**src/rtl/ksa_pkg.sv**
```systemverilog
// Shared types and helpers for the RC4 key-scheduling stage.
// Holds the state encoding, key geometry and the key-byte selector.
package ksa_pkg;

    localparam int unsigned KEY_BYTES = 3;
    localparam int unsigned ADDR_W    = 8;

    // Last value of the key-byte counter before it wraps back to 0.
    localparam logic [1:0] KIDX_LAST = 2'(KEY_BYTES - 1);

    typedef enum logic [2:0] {
        StIdle,
        StRdI,
        StCapI,
        StRdJ,
        StCapJ,
        StWrI,
        StWrJ
    } state_e;

    // Byte 0 is the most significant byte of the key.
    function automatic logic [7:0] key_byte(input logic [8*KEY_BYTES-1:0] key,
                                            input logic [1:0]             idx);
        logic [7:0] b;
        case (idx)
            2'd0:    b = key[23:16];
            2'd1:    b = key[15:8];
            default: b = key[7:0];
        endcase
        return b;
    endfunction

endpackage

```
**src/rtl/ksa.sv**
```systemverilog
// RC4 key-scheduling stage: permutes an initialised S-box in place over a
// single-port memory, six cycles per index (read i, read j, write both).
module ksa
    import ksa_pkg::*;
(
    input  logic                   clk,
    input  logic                   rst_n,
    input  logic                   en,
    output logic                   rdy,
    input  logic [8*KEY_BYTES-1:0] key,
    output logic [ADDR_W-1:0]      addr,
    input  logic [7:0]             rddata,
    output logic [7:0]             wrdata,
    output logic                   wren
);

    state_e                 state_q, state_d;
    logic [ADDR_W-1:0]      i_q, i_d;
    logic [ADDR_W-1:0]      j_q, j_d;
    logic [1:0]             kidx_q, kidx_d;
    logic [8*KEY_BYTES-1:0] key_q, key_d;
    logic [7:0]             si_q, si_d;
    logic [7:0]             sj_q, sj_d;
    logic [ADDR_W-1:0]      addr_q;
    logic [7:0]             wrdata_q;

    always_ff @(posedge clk or negedge rst_n) begin
        if (!rst_n) begin
            state_q  <= StIdle;
            i_q      <= '0;
            j_q      <= '0;
            kidx_q   <= '0;
            key_q    <= '0;
            si_q     <= '0;
            sj_q     <= '0;
            addr_q   <= '0;
            wrdata_q <= '0;
        end else begin
            state_q  <= state_d;
            i_q      <= i_d;
            j_q      <= j_d;
            kidx_q   <= kidx_d;
            key_q    <= key_d;
            si_q     <= si_d;
            sj_q     <= sj_d;
            addr_q   <= addr;
            wrdata_q <= wrdata;
        end
    end

    always_comb begin
        state_d = state_q;
        i_d     = i_q;
        j_d     = j_q;
        kidx_d  = kidx_q;
        key_d   = key_q;
        si_d    = si_q;
        sj_d    = sj_q;
        // Port values persist through idle and capture states.
        addr    = addr_q;
        wrdata  = wrdata_q;
        wren    = 1'b0;
        rdy     = 1'b0;

        case (state_q)
            StIdle: begin
                rdy = 1'b1;
                if (en) begin
                    key_d   = key;
                    i_d     = '0;
                    j_d     = '0;
                    kidx_d  = '0;
                    state_d = StRdI;
                end
            end
            StRdI: begin
                addr    = i_q;
                state_d = StCapI;
            end
            StCapI: begin
                si_d    = rddata;
                j_d     = j_q + rddata + key_byte(key_q, kidx_q);
                state_d = StRdJ;
            end
            StRdJ: begin
                addr    = j_q;
                state_d = StCapJ;
            end
            StCapJ: begin
                sj_d    = rddata;
                state_d = StWrI;
            end
            StWrI: begin
                addr    = i_q;
                wrdata  = sj_q;
                wren    = 1'b1;
                state_d = StWrJ;
            end
            StWrJ: begin
                addr   = j_q;
                wrdata = si_q;
                wren   = 1'b1;
                if (i_q == '1) begin
                    state_d = StIdle;
                end else begin
                    i_d     = i_q + 1'b1;
                    kidx_d  = (kidx_q == KIDX_LAST) ? 2'd0 : kidx_q + 2'd1;
                    state_d = StRdI;
                end
            end
            default: state_d = StIdle;
        endcase
    end

endmodule

```
**config.mk**
```make
export PLATFORM = sky130hd
export DESIGN_NAME = ksa
export DESIGN_NICKNAME = d
export VERILOG_FILES = /design/src/rtl/ksa_pkg.sv /design/src/rtl/ksa.sv
export SDC_FILE = /design/constraint.sdc
export NUM_CORES = 1
export LEC_CHECK = 0
export CAP_MARGIN = 20
export CORE_UTILIZATION = 42
export CTS_CLUSTER_SIZE = 40
export DETAILED_ROUTE_END_ITERATION = 10
export PLACE_DENSITY = 0.66
export SYNTH_ARGS = -nofsm -noshare
export SYNTH_HDL_FRONTEND = slang
export SYNTH_SLANG_ARGS = --single-unit
```
**constraint.sdc**
```tcl
create_clock -name clk -period 2.7 [get_ports clk]
set_input_delay 0.405 -clock clk [delete_from_list [all_inputs] [get_ports clk]]
set_output_delay 0.405 -clock clk [all_outputs]
set_load 0.1 [all_outputs]
```
==> run metrics <==
routed len/inst=14.9 um; final hold viol count=0; R2R depth=11; Ant. Diodes=0; share of post-route cells with drive strength above 1=19.5%; multi-input logic area=1950 um2; Syn Std Cell Area=3900 um2; Layout Cells excl Fill=581; Die X=98.3 um; clock skew=~0.0080 ns; clock root cell=clkbuf_8; Synth warnings=0; GPL Wtd Cong=roughly 0.80; Die ar.=9670 um2; Final setup viols=0; Routed Antenna Nets=0; Clock transition at path regs=0.08 ns; DRT Pass-1 Iters=6; CTS tree=done; # nets final=518; Net Count, Synth=459; H-tree depth=3; worst hold slack=just over 0.4 ns; CP peak stage delay=0.50 ns; initial antenna violation count=0; delay-heaviest family, CP=adder cells; crit path kind=flop to flop; Port Buffers=52; pre-CTS setup slack=-0.134 ns; status=finished clean; clock buffer depth=2; startpoint types=flop; Post-Synthesis Cells=409; FF+latch count, synth=77; Worst Tran Pin Value=0.647 ns; vias per cell=5.24; initial drt markers=111; die height=around 98 um; clk_lat worst skew=0.36 ns; IO Pins=53; ys flop type=dfrtp_1; Overflow after GRT=0; Post-Place Cells=562; clock sinks=77; maxcap violations=0; dpl hpwl=6.10 mm; Critical Path RT=slightly below 3 ns; clock buffer count from CTS=9; vias post-DR=between 3000 and 4000; reg-to-reg startpoint=kidx_q[0]; CP bufs+invs=1; r2r setup slk=0.08 ns; vias in the first global route=3010; Setup crit end kind=flop; largest net degree at the start of global routing=78; sequential fraction of the synthesis area=49.4%; ys async rst share=100%; RSZ-0062 raised after global routing=yes; row count=34; slowest stage cell, crit path=fa_1; crit path time final=approximately 2.6 ns; initial core utilization=roughly 44%; syn avg cell area=9.53 um2; total wire length=8.66 mm; Crit Reg-Reg Endpoint=j_q[7]; Area Overhead vs Synth=31.7%; number of synthesized flops with an enable pin=0; Max FO, Critical Path=5; Tot GR Track Use=19.8%; most common cell after layout, fill and taps aside=nand2_1; Max Fclk=381 MHz; # fillers=762; # DRC=0; final worst path period share=97.1%; post-route setup TNS=0 ns; critical path, cell by cell=mux2i_1 > o21ai_1 > fa_1 > ha_2 > inv_1 > fa_2 > nor2b_2 > o31ai_2 > a21oi_1 > xnor2_1 > o21ai_0; hold crit path type=input pin to asynchronous set/reset pin; commonest non-fill, non-tap cells in the layout=nand2_1, dfrtp_1, clkdlybuf4s50_1; final max-slew violation count=0; WP data arrival=2.84 ns; final worst slack=0.0770 ns; Synth cell types=slightly above 40; register area=~1900 um2; core outline area=just under 9000 um2; Slew HR=56.7%; first-pass GRT wire length=14.9 mm
==> cells by family (layout without fill, tap and decap cells) <==
| kind of cell | after synthesis | in the layout | share of synthesized area [%] |
|---|---|---|---|
| xor gates and xnor gates | 11 | 11 | 2.47 |
| and+or+nand+nor | 174 | 174 | 19.4 |
| muxes | 24 | 24 | 6.58 |
| DFF | 77 | 77 | 49.4 |
| adders and majority gates | 15 | 15 | 6.35 |
| AOI/OAI and AO/OA | 75 | 75 | 11.9 |
| buffers and inverters | 33 | 97 | 3.79 |
==> how the worst max path moves through the flow <==
stage | from | endpoint | slack, ns | cells after the start
finish | kidx_q[0] | j_q[7] | 0.08 | 11
global route | kidx_q[0] | j_q[7] | -0.03 | 11
CTS | kidx_q[0] | j_q[7] | 0.02 | 11
detailed placement | rddata[1] | j_q[7] | -0.13 | 10
global placement | rddata[1] | j_q[7] | -0.07 | 10
floorplan | state_q[1] | addr[4] | -0.27 | 6
==> timing repair <==
action / CTS / global route
pin swaps: 0 / 5
endpoints found under the setup margin: 1 / 9
hold buffers: 0 / 1
hold endpoints to repair: 0 / 5
resized for setup: 1 / 16
buffers inserted: 0 / 1
==> metal layers <==
| layer | part of all wire (%) | vias to the layer above | global-route usage, % |
|---|---|---|---|
| met5 | 0 | - | 0 |
| met3 | 4.3 | 14 | 4.87 |
| met1 | 47 | 1476 | 27.1 |
| met2 | 46 | 61 | 29.7 |
| li1 | - | 1495 | - |
| met4 | 2.7 | 0 | 8.96 |
==> final cells by class <==
| type | instances | area share, % |
|---|---|---|
| clock buffer | 13 | 3.29 |
| clock inverter | 3 | 0.828 |
| inverter | 10 | 0.731 |
| multi-input combinational | 299 | 38.0 |
| sequential | 77 | 37.6 |
| tap | 108 | 2.63 |
| timing repair buffer | 71 | 16.9 |
==> synthesized netlist by cell type, drive strengths merged (2+ instances only) <==
cell type    n  area, um2
a21o         3       22.5
a21oi       16       80.1
a22oi       12       90.1
buf         15       80.1
clkbuf       8       30.0
dfrtp       77       1930
fa           8        160
ha           7       87.6
inv         10       37.5
mux2        13        146
mux2i       11        110
nand2      117        439
nand2b       6       37.5
nand3       14       75.1
nor2        21       81.3
nor2b        3       18.8
nor3         5       30.0
o21a         2       15.0
o21ai       26        130
o22ai       10       62.6
o31ai        2       15.0
xnor2       10       87.6
==> sequential cells by signal (all words and copies together), names as in the netlist <==
name	count
state_q	3
j_q	8
wrdata_q	8
i_q	8
addr_q	8
kidx_q	2
si_q	8
sj_q	8
key_q	24
==> through the flow <==
stage / area, um2 / util [%]
after floorplan: 3990 / -
final: 5130 / 58.0
after global placement: 4830 / 54.6
after global routing: 5130 / 58.0
after detailed placement: 4830 / 54.6
after CTS: 5040 / 57.0
Power is not shown: default switching activity piles up to over one toggle a cycle in this logic, so the estimate is an artifact.
